### src/rtl/seq_detector_param.sv
// Serial pattern detector with per-bit mask, overlap control and registered match flag.
// Define SEQDET_COUNT_EN to build the saturating match counter; otherwise match_count is tied to 0.
module seq_detector_param #(
    parameter int              WIDTH    = 8,
    parameter int              CNT_W    = 16,
    parameter logic [WIDTH-1:0] PAT_INIT = WIDTH'(8'hAB)
) (
    input  logic             clk,
    input  logic             rst,
    input  logic             in_valid,
    input  logic             in_bit,
    input  logic             load,
    input  logic [WIDTH-1:0] pattern_in,
    input  logic [WIDTH-1:0] mask_in,
    input  logic             overlap_en,
    input  logic             clear,
    output logic             match,
    output logic [CNT_W-1:0] match_count,
    output logic             primed
);

    localparam int               FILL_W = $clog2(WIDTH + 1);
    localparam logic [FILL_W-1:0] FULL  = FILL_W'(WIDTH);

    logic [WIDTH-1:0]  hist_q, hist_d, hist_n;
    logic [WIDTH-1:0]  pat_q, pat_d;
    logic [WIDTH-1:0]  mask_q, mask_d;
    logic [FILL_W-1:0] fill_q, fill_d, fill_n;
    logic              match_q, match_d;
    logic              hit;

    always_comb begin
        hist_d  = hist_q;
        fill_d  = fill_q;
        pat_d   = pat_q;
        mask_d  = mask_q;
        match_d = 1'b0;
        hit     = 1'b0;
        hist_n  = {hist_q[WIDTH-2:0], in_bit};
        fill_n  = (fill_q == FULL) ? FULL : fill_q + FILL_W'(1);
        if (clear) begin
            hist_d = '0;
            fill_d = '0;
        end else if (load) begin
            // The bit presented alongside load is intentionally dropped.
            pat_d  = pattern_in;
            mask_d = mask_in;
            hist_d = '0;
            fill_d = '0;
        end else if (in_valid) begin
            hit     = (fill_n == FULL) && (((hist_n ^ pat_q) & mask_q) == '0);
            hist_d  = hist_n;
            fill_d  = (hit && !overlap_en) ? '0 : fill_n;
            match_d = hit;
        end
    end

    always_ff @(posedge clk or posedge rst) begin
        if (rst) begin
            hist_q  <= '0;
            fill_q  <= '0;
            pat_q   <= PAT_INIT;
            mask_q  <= '1;
            match_q <= 1'b0;
        end else begin
            hist_q  <= hist_d;
            fill_q  <= fill_d;
            pat_q   <= pat_d;
            mask_q  <= mask_d;
            match_q <= match_d;
        end
    end

    assign match  = match_q;
    assign primed = (fill_q == FULL);

`ifdef SEQDET_COUNT_EN
    logic [CNT_W-1:0] cnt_q, cnt_d;

    always_comb begin
        cnt_d = cnt_q;
        if (clear)
            cnt_d = '0;
        else if (hit && (cnt_q != '1))
            cnt_d = cnt_q + CNT_W'(1);
    end

    always_ff @(posedge clk or posedge rst) begin
        if (rst) cnt_q <= '0;
        else     cnt_q <= cnt_d;
    end

    assign match_count = cnt_q;
`else
    assign match_count = '0;
`endif

endmodule

### config.mk
export PLATFORM = sky130hd
export DESIGN_NAME = seq_detector_param
export DESIGN_NICKNAME = d
export VERILOG_FILES = /design/src/rtl/seq_detector_param.sv
export SDC_FILE = /design/constraint.sdc
export NUM_CORES = 1
export LEC_CHECK = 0
export ABC_AREA = 1
export BUFFER_PORTS_ARGS = -buffer_cell sky130_fd_sc_hd__buf_2
export CAP_MARGIN = 5
export CORE_MARGIN = 2
export CORE_UTILIZATION = 53
export DETAILED_ROUTE_END_ITERATION = 10
export HOLD_SLACK_MARGIN = 0.12
export PLACE_DENSITY_LB_ADDON = 0.12
export SYNTH_ARGS = -nofsm -noshare
export SYNTH_HDL_FRONTEND = slang
export SYNTH_SLANG_ARGS = --single-unit
export TNS_END_PERCENT = 5
### constraint.sdc
create_clock -name clk -period 3.3 [get_ports clk]
set_clock_uncertainty 0.2 [all_clocks]
set_input_delay 0.66 -clock clk [delete_from_list [all_inputs] [get_ports clk]]
set_output_delay 0.66 -clock clk [all_outputs]
set_load 0.005 [all_outputs]
==> out/summary.txt, run 1 <==
#FFs+latches synth = 28
Ratio of total power to cell area = 423 nW/um2
Mapped Avg Cell Area = 8.88 um2
Area contributors post-synth = dfrtp_1, dfstp_2, buf_4
Cell Area, Synth = 1460 um2
DRC viols = 0
Clock-pin slew on the worst setup and hold paths = 0.14 ns
CTS root buf = clkbuf_4
# diodes = 0
CTS tree = done
Worst hold path type = reg2reg
Hpwl dp = 1850 um
Crit Path Class = reg2out
Post-cts sizing count = 0
Cts bufs inserted = 3
Post-DP Area = 1540 um2
Largest net degree at the start of global routing = 27
WL/cell = 11.0 um
Clock insertion delay at the later pin of the skew report = 0.33 ns
Std-Cell Rows = 19
Port buffer count = 24
P&R area growth vs syn = 8.08%
CP arrival = 1.35 ns
DR pass1 iterations = 4
Final antenna-violating net count = 0
CTS Sinks = 28
Fmax = 0.453 GHz
Starting density of the core = 0.542
Setup_tns = 0 ns
Reg2reg path depth = 9
Status = finished, final reports clean
Worst Path Required = 2.44 ns
CP endpoint kind = output pin
Slew Viols, Final = 0
Max_cap viols = 0
Die footprint = 3180 um2
Total gr overflow = 0
GRT Total Usage = 0.172
Cts hold-fix bufs = 0
Hold-critical path depth = 2
Max Root-Sink Buffers = 2
Die height = 56.4 um
GP Congestion = 0.756
Setup Buffers After CTS = 0
CP max FO = 4
Final hold violation count = 0
Synth top area share = 0.258
Worst setup SP type = register
Fin crit period = 2.21 ns
Tcrit/Tclk final = 0.669
Antenna violations before repair = 0
H-tree Lvls = 1
Post-synth top area cell = dfrtp_1
Rel. slew slack = 0.381
Design area = 1570 um2
Unrepaired setup endpoints after global routing = no
Core area = 2690 um2
Sequential share of the synthesized area = 0.492
Vias = 1065
DR iter-0 viols = 36
Syn Inst Count = 164
Worst-Margin Slew = 0.928 ns
Endpoints failing setup = 0
Overall die width = 56.4 um
Fin util = 0.586
Overall power = 0.666 mW
Nets = 215
Cell variety after synth = 21
Detailed Route WL = 2420 um
Vias/cell = 4.84
First-pass GRT wire length = 4280 um
Layout cell share with drive strength beyond 1 = 0.328
Vias in the first global route = 1013
Ports = 41
Peak supply drop = 0.000275 V
YS warnings = 0
Pleak = 0.800 nW
==> layout make-up <==
cell class / count / area, um2
clock buffer: 4 / 36.3
fill: 249 / 1110
inverter: 27 / 101
multi-input combinational: 105 / 553
sequential: 28 / 717
tap: 31 / 38.8
timing repair buffer: 25 / 128
==> cells by family (layout without fill, tap and decap cells) <==
kind of cell | count (synthesis) | count (layout) | synth area share
simple gates | 60 | 60 | 0.186
buf+inv | 46 | 56 | 0.167
flops | 28 | 28 | 0.492
compound gates | 19 | 19 | 0.0739
mux | 8 | 8 | 0.0619
fa+ha+maj | 2 | 2 | 0.0172
other cells | 1 | 16 | 0.00257
==> cell usage after synthesis, drive strengths merged <==
cell,count
buf,19
or2,1
conb,1
ha,2
nand4,2
nand3,12
inv,27
o22ai,10
mux2,8
a21oi,9
dfstp,13
nand2,31
dfrtp,15
nor2,14
==> stage by stage <==
stage / cells / setup WS, ns / hold slack (ns)
2_1_floorplan: 179 / 1.65 / 0.247
3_3_place_gp: 216 / 1.47 / 0.256
3_5_place_dp: 216 / 1.47 / 0.270
4_1_cts: 220 / 1.08 / 0.289
5_1_grt: 220 / 0.982 / 0.309
6_report: 220 / 1.09 / 0.285
==> metal layers <==
layer / up-vias / part of all wire / global-route usage
li1: 536 / - / -
met1: 488 / 0.46 / 0.223
met2: 36 / 0.46 / 0.286
met3: 5 / 0.053 / 0.0207
met4: 0 / 0.021 / 0.0782
met5: - / 0 / 0
==> sequential cells by signal, summed over array words and instances, names as in the netlist <==
register	count
fill_q	4
hist_q	7
mask_q	8
match	1
pat_q	8
==> cells in the final DEF (no fill, tap or decap) <==
master / synthesis / final
nand2_1: 29 / 29
dfrtp_1: 15 / 15
buf_4: 16 / 1
mux2_1: 4 / 4
nor2_2: 3 / 3
conb_1: 1 / 16
inv_1: 18 / 18
nand4_1: 2 / 2
o22ai_1: 10 / 10
nand3_2: 2 / 2
buf_2: 2 / 24
clkbuf_8: 0 / 1
a21oi_1: 9 / 9
dfstp_2: 13 / 13
clkbuf_4: 0 / 3
nor2_1: 11 / 11
mux2_2: 4 / 4
inv_2: 9 / 9
or2_1: 1 / 1
nand2_2: 2 / 2
ha_1: 2 / 2
nand3_1: 10 / 10
==> worst max-delay path, cell delays in order, from the launching register on <==
cell     delay [ns]
dfrtp_1        0.44
inv_1          0.12
ha_1           0.18
nand3_2        0.11
inv_1          0.07
buf_2          0.10
==> final timing paths <==
kind | from | end | slack (ns)
worst min-delay path | pat_q[7]$_DFFE_PP1P_ | pat_q[7]$_DFFE_PP1P_ | 0.29
worst min register to register | pat_q[7]$_DFFE_PP1P_ | pat_q[7]$_DFFE_PP1P_ | 0.29
worst max-delay path | fill_q[0]$_DFFE_PP0P_ | primed | 1.09
min in group asynchronous | rst | fill_q[3]$_DFFE_PP0P_ | 0.31
max in group asynchronous | rst | pat_q[0]$_DFFE_PP1P_ | 1.91
worst max register to register | fill_q[0]$_DFFE_PP0P_ | fill_q[3]$_DFFE_PP0P_ | 1.62
==> power by group <==
part	switching, mW	total, mW	leakage (nW)	internal, mW
clock	0.0985	0.166	0.0210	0.0676
sequential	0.0154	0.403	0.336	0.387
combinational	0.0560	0.0968	0.443	0.0409
No activity file was read; power rests on OpenSTA's default activity.
==> run 2: changes to the inputs <==
CORE_UTILIZATION = 46   (was 53)
clock period = 1.8 ns   (was 3.3 ns; I/O delays follow)
==> out/summary.txt, run 2 (synthesized netlist as in run 1, its figures left out) <==
Status = finished, final reports clean
Max stage delay on crit path = 0.42 ns (-0.02 ns)
Die footprint = 3630 um2 (+14%)
Hold Path End = fill_q[3]$_DFFE_PP0P_
Most used cell, CP = inv_2
Layout Cells excl Fill = 255 (+16%)
Final antenna-violating net count = 0 (unchanged)
Vias in the first global route = 1127 (+11%)
Design area = 1850 um2 (+17%)
Vias = 1174 (+10%)
Detailed Route WL = 2660 um (+10%)
Reg2reg path depth = 9 (unchanged)
CP arrival = 1.17 ns (-0.18 ns)
Max Root-Sink Buffers = 2 (unchanged)
Port buffer count = 24 (unchanged)
Hold_sp = overlap_en
Nets = 237 (+10%)
CP Depth = 5 (unchanged)
Worst R2R End = fill_q[3]$_DFFE_PP0P_
Crit-path leading delay family = flip-flops
CP endpoint kind = output pin
Post-Place Cells = 229 (+6.0%)
Cts bufs inserted = 3 (unchanged)
Worst setup SP type = register
Grt peak-use layer = met2
GRT Total Usage = 0.171 (-0.000675)
CTS tree = done
CTS Sinks = 28 (unchanged)
H-tree Lvls = 1 (unchanged)
WHS = 0.131 ns (-0.154 ns)
Starting density of the core = 0.481 (-0.0612)
CP max FO = 3 (-1)
Overall power = 1.37 mW (+110%)
Total gr overflow = 0 (unchanged)
Post-DP Area = 1550 um2 (+1.1%)
Core area = 3030 um2 (+13%)
Max_cap viols = 0 (unchanged)
Largest registers = mask_q (8), pat_q (8), hist_q (7)
Clock-pin slew on the worst setup and hold paths = 0.15 ns (about the same)
Worst hold path type = in2reg
Vias/cell = 4.60 (-4.9%)
Worst path bufs/invs = 3 (unchanged)
Hold-critical path depth = 5 (+3)
Crit Path Class = reg2out
First-pass GRT wire length = 4620 um (+7.9%)
CTS root buf = clkbuf_4
GP Congestion = 0.853 (+13%)
WL/cell = 10.4 um (-5.0%)
Met1 GRT Util = 0.204 (-0.0195)
Commonest non-fill, non-tap cell in the layout = nand2_1
DR iter-0 viols = 22 (-39%)
Die height = 60.3 um (+6.8%)
Leading cell types in the layout, fill and taps excluded = nand2_1, buf_2, dlygate4sd3_1
Critical path's slowest cell = dfrtp_1
# diodes = 0 (unchanged)
Worst Path Required = 1.24 ns (-1.20 ns)
Grt met3 use = 0.0195 (-0.00126)
Endpoints failing setup = 0 (unchanged)
Ratio of total power to cell area = 741 nW/um2 (+75%)
Overall die width = 60.3 um (+6.8%)
Fin crit period = 1.73 ns
Antenna violations before repair = 0 (unchanged)
Setup slack, reg-to-reg = 0.11 ns (-1.51 ns)
DR pass1 iterations = 4 (unchanged)
Ports = 41 (unchanged)
Layout cell share with drive strength beyond 1 = 0.327 (-0.00103)
Slew Viols, Final = 0 (unchanged)
Pleak = 0.902 nW (+13%)
Met2 GRT Util = 0.311 (+0.0248)
Hpwl dp = 1810 um (-2.3%)
Crit-path cells = inv_2 > ha_4 > nand3_4 > inv_2 > buf_6
Tcrit/Tclk final = 0.963
Worst reg2reg startpoint = fill_q[0]$_DFFE_PP0P_
Fmax = 0.577 GHz
Largest net degree at the start of global routing = 29 (+7.4%)
P&R area growth vs syn = 26.7%
Final hold violation count = 0 (unchanged)
Clock insertion delay at the later pin of the skew report = 0.33 ns (about the same)
Peak supply drop = 0.000422 V (+54%)
DRC viols = 0 (unchanged)
Std-Cell Rows = 20 (+1)
Unrepaired setup endpoints after global routing = yes
## run 2: changes by cell type in the layout (fill, tap and decap cells not counted), sizes merged
cell and change:
bufinv +1, buf +3, clkbuf -1, dlygate4sd3 +19
## run 2: final cells by class
class	count	area, um2
Sequential cell	28	717
Clock inverter	1	30.0
Multi-Input combinational cell	105	573
Fill cell	275	1180
Clock buffer	3	22.5
Timing Repair Buffer	47	347
Tap cell	44	55.1
Inverter	27	101
## run 2: report_power, final
part | switching (mW) | leakage [nW] | internal (mW)
sequential | 0.0264 | 0.336 | 0.710
combinational | 0.112 | 0.537 | 0.105
clock | 0.188 | 0.0279 | 0.225
total | 0.327 | 0.902 | 1.04
## run 2: how the worst max path moves through the flow
| stage | end | from | slack, ns |
|---|---|---|---|
| finish | primed | fill_q[0]$_DFFE_PP0P_ | 0.07 |
| global placement | fill_q[3]$_DFFE_PP0P_ | fill_q[0]$_DFFE_PP0P_ | 0.27 |
| global route | primed | fill_q[0]$_DFFE_PP0P_ | -0.01 |
| detailed placement | fill_q[3]$_DFFE_PP0P_ | fill_q[0]$_DFFE_PP0P_ | 0.23 |
| floorplan | fill_q[3]$_DFFE_PP0P_ | fill_q[0]$_DFFE_PP0P_ | 0.31 |
| CTS | primed | fill_q[0]$_DFFE_PP0P_ | 0.03 |
## run 2: timing repair
action,CTS,global route
buffers inserted,3,0
gates resized for setup,3,4
endpoints found under the hold margin,33,0
hold buffers,19,0
setup endpoints to repair,1,2
pin swaps,1,1
## run 2: layer usage
metal	vias up	share of wire
li1	581	-
met1	558	0.44
met2	33	0.52
met3	2	0.040
met4	0	0.0079
met5	-	0
## run 2: tightest hold or removal path, cell delays in order
cell     delay [ns]
buf_2          0.08
inv_1          0.03
nand4_1        0.08
nand2_1        0.05
nand2_1        0.05
## run 2: stage by stage
step / setup TNS, ns / worst slack, ns / util
after floorplan: 0 / 0.308 / -
after global placement: 0 / 0.267 / 0.513
after detailed placement: 0 / 0.228 / 0.513
after CTS: 0 / 0.0271 / 0.602
after global routing: -0.0128 / -0.0119 / 0.610
final: 0 / 0.0670 / 0.610
==> run 3: changes to the inputs <==
ABC_AREA = default   (was 1)
CORE_MARGIN = default   (was 2)
==> out/summary.txt, run 3 <==
Cts bufs inserted = 3 (unchanged)
Ratio of total power to cell area = 753 nW/um2 (+1.5%)
Layout Cells excl Fill = 212 (-17%)
Leading cell types in the layout, fill and taps excluded = buf_2, dlygate4sd3_1, mux2_2, conb_1, dfrtp_1
Core area = 2880 um2 (-5.0%)
Syn Inst Count = 123 (-25%)
Met1 GRT Util = 0.202 (-0.00183)
CTS tree = done
Fin worst setup slack = -0.111 ns (-0.178 ns)
Peak supply drop = 0.000582 V (+38%)
Post-Place Cells = 188 (-18%)
Antenna violations before repair = 0 (unchanged)
Sw Share = 0.224 (-0.0152)
Vias/cell = 4.60 (about the same)
Comb pwr share = 0.159 (about the same)
H-tree Lvls = 1 (unchanged)
Sequential Power Share = 0.544 (+0.005)
Worst setup SP type = register
Switching Power = 0.308 mW (-5.8%)
Internal power = 1.07 mW (+2.7%)
Vias in the first global route = 991 (-12%)
Grt met3 use = 0.0268 (+0.00731)
Detailed Route WL = 2490 um (-6.3%)
Synth top cells by count = buf_4, mux2_2, dfrtp_1, dfstp_2, nor2_1
First-pass GRT wire length = 4260 um (-7.8%)
DR iter-0 viols = 22 (unchanged)
Area contributors post-synth = dfrtp_1, dfstp_2, mux2_2
Die height = 58.1 um (-3.7%)
CP arrival = 1.94 ns (+0.77 ns)
Final hold violation count = 0 (unchanged)
WHS = 0.126 ns (-0.00495 ns)
Commonest non-fill, non-tap cell in the layout = buf_2
Overall die width = 58.1 um (-3.7%)
Layout cell share with drive strength beyond 1 = 0.435 (+0.108)
# diodes = 0 (unchanged)
Violated checks = design-rule violations, negative setup slack
Largest registers = mask_q (8), pat_q (8), hist_q (7)
Setup_tns = -0.185 ns (-0.185 ns)
CP endpoint kind = register
CTS root buf = clkbuf_4
Fmax = 0.523 GHz (-9.3%)
Pleak = 0.870 nW (-3.6%)
Grt peak-use layer = met2
Crit Path Class = reg2reg
DR pass1 iterations = 7 (+3)
#FFs+latches synth = 28 (unchanged)
Post-synth top flop = dfrtp_1
Nets = 196 (-17%)
Cell Area, Synth = 1450 um2 (-0.77%)
Tcrit/Tclk final = 1.06 (+0.0989)
Fin crit period = 1.91 ns (+0.178 ns)
Total gr overflow = 0 (unchanged)
Status = finished, violations left
Vias = 976 (-17%)
Clk pwr share = 0.297 (-0.005)
Post-synth top area cell = dfrtp_1
Worst Path Required = 1.83 ns (+0.59 ns)
Post-synth EDFFs = 0 (unchanged)
Ports = 41 (unchanged)
Unrepaired setup endpoints after global routing = yes
Synth top area share = 0.260 (+0.00201)
Endpoints failing setup = 2 (+2)
CP max FO = 3 (unchanged)
Clock insertion delay at the later pin of the skew report = 0.33 ns (about the same)
Worst hold path type = in2reg
CTS Sinks = 28 (unchanged)
Overall power = 1.38 mW (+0.65%)
GP Congestion = 0.746 (-12%)
Cell variety after synth = 30 (+43%)
P&R area growth vs syn = 26.6%
Starting density of the core = 0.502 (+0.0214)
Mapped Avg Cell Area = 11.7 um2 (+32%)
WL/cell = 11.8 um (+13%)
Die footprint = 3370 um2 (-7.2%)
Sequential share of the synthesized area = 0.496 (+0.00384)
GRT Total Usage = 0.168 (-0.00311)
Std-Cell Rows = 19 (-5.0%)
Slew Viols, Final = 0 (unchanged)
Clock-pin slew on the worst setup and hold paths = 0.15 ns (about the same)
YS warnings = 0 (unchanged)
DRC viols = 3 (+3)
Met2 GRT Util = 0.291 (-0.0199)
Port buffer count = 24 (unchanged)
Max_cap viols = 0 (unchanged)
Max Root-Sink Buffers = 2 (unchanged)
Ys async rst share = 1.00 (unchanged)
Largest net degree at the start of global routing = 29 (unchanged)
Final antenna-violating net count = 0 (unchanged)
==> run 3: changes by cell type after synthesis, sizes merged, moves of 2 or more <==
cell | before | now
a22oi | 0 | 3
mux2 | 8 | 17
mux2i | 0 | 8
a21oi | 9 | 3
xor2 | 0 | 8
nand3 | 12 | 4
o22ai | 10 | 0
nand2 | 31 | 3
nand4 | 2 | 0
nor2 | 14 | 10
inv | 27 | 4
==> run 3: cell families (layout without fill, tap and decap cells) <==
logic type,after synthesis,count (layout),share of synthesized area
flip-flops,28,28,0.496
multiplexers,25,25,0.190
AND/OR/NAND/NOR,25,25,0.0857
buffers and inverters,24,56,0.106
AO/OA/AOI/OAI,9,9,0.0468
XOR/XNOR,9,9,0.0545
adder cells (fa/ha/maj),2,2,0.0173
other,1,16,0.00259
==> run 3: timing repair <==
item / 4_1_cts / 5_1_grt
gates resized for setup: 1 / 4
hold endpoints to repair: 31 / 0
setup buffers: 2 / 1
hold buffers: 17 / 0
endpoints found under the setup margin: 3 / 3
pin swaps: 2 / 0
==> run 3: worst paths after layout <==
path | startpoint | endpoint | slack, ns | depth (start not counted)
max reg2reg | fill_q[0]$_DFFE_PP0P_ | fill_q[3]$_DFFE_PP0P_ | -0.11 | 4
max | fill_q[0]$_DFFE_PP0P_ | fill_q[3]$_DFFE_PP0P_ | -0.11 | 4
min in group asynchronous | rst | fill_q[0]$_DFFE_PP0P_ | 0.41 | 4
min reg2reg | pat_q[4]$_DFFE_PP0P_ | pat_q[4]$_DFFE_PP0P_ | 0.34 | 1
max in group asynchronous | rst | mask_q[4]$_DFFE_PP1P_ | 0.68 | 4
min | in_bit | hist_q[0]$_DFFE_PP0P_ | 0.13 | 3
==> run 3: through the flow <==
| stage | cell area [um2] | setup slack (ns) | utilization |
|---|---|---|---|
| final | 1830 | -0.111 | 0.636 |
| after floorplan | 1500 | -0.0264 | - |
| after global placement | 1570 | -0.0213 | 0.544 |
| after detailed placement | 1570 | -0.0842 | 0.544 |
| after global routing | 1830 | -0.145 | 0.636 |
| after CTS | 1810 | -0.124 | 0.628 |
==> run 3: critical path, stage by stage, from the launching register on <==
cell	delay (ns)
dfrtp_1	0.44
ha_1	0.26
mux2_4	0.32
or3_1	0.35
o31a_1	0.24
==> run 3: layout make-up <==
| cell class | instances | area [um2] |
|---|---|---|
| Fill cell | 244 | 1050 |
| Sequential cell | 28 | 717 |
| Multi-Input combinational cell | 86 | 649 |
| Timing Repair Buffer | 48 | 343 |
| Tap cell | 42 | 52.6 |
| Clock inverter | 1 | 30.0 |
| Clock buffer | 3 | 22.5 |
| Inverter | 4 | 15.0 |
==> run 3: layer usage <==
| metal | part of all wire | wire, um |
|---|---|---|
| met5 | 0 | 0 |
| met4 | 0.019 | 48 |
| met3 | 0.031 | 77 |
| met2 | 0.50 | 1250 |
| met1 | 0.45 | 1120 |
==> run 3: power groups by stage <==
stage	Sequential (mW)	Combinational, mW	Clock, mW
floorplan	0.752	0.158	0
CTS	0.750	0.214	0.419
detailed placement	0.762	0.183	0
global route	0.759	0.244	0.441
global placement	0.760	0.180	0
finish	0.749	0.219	0.409
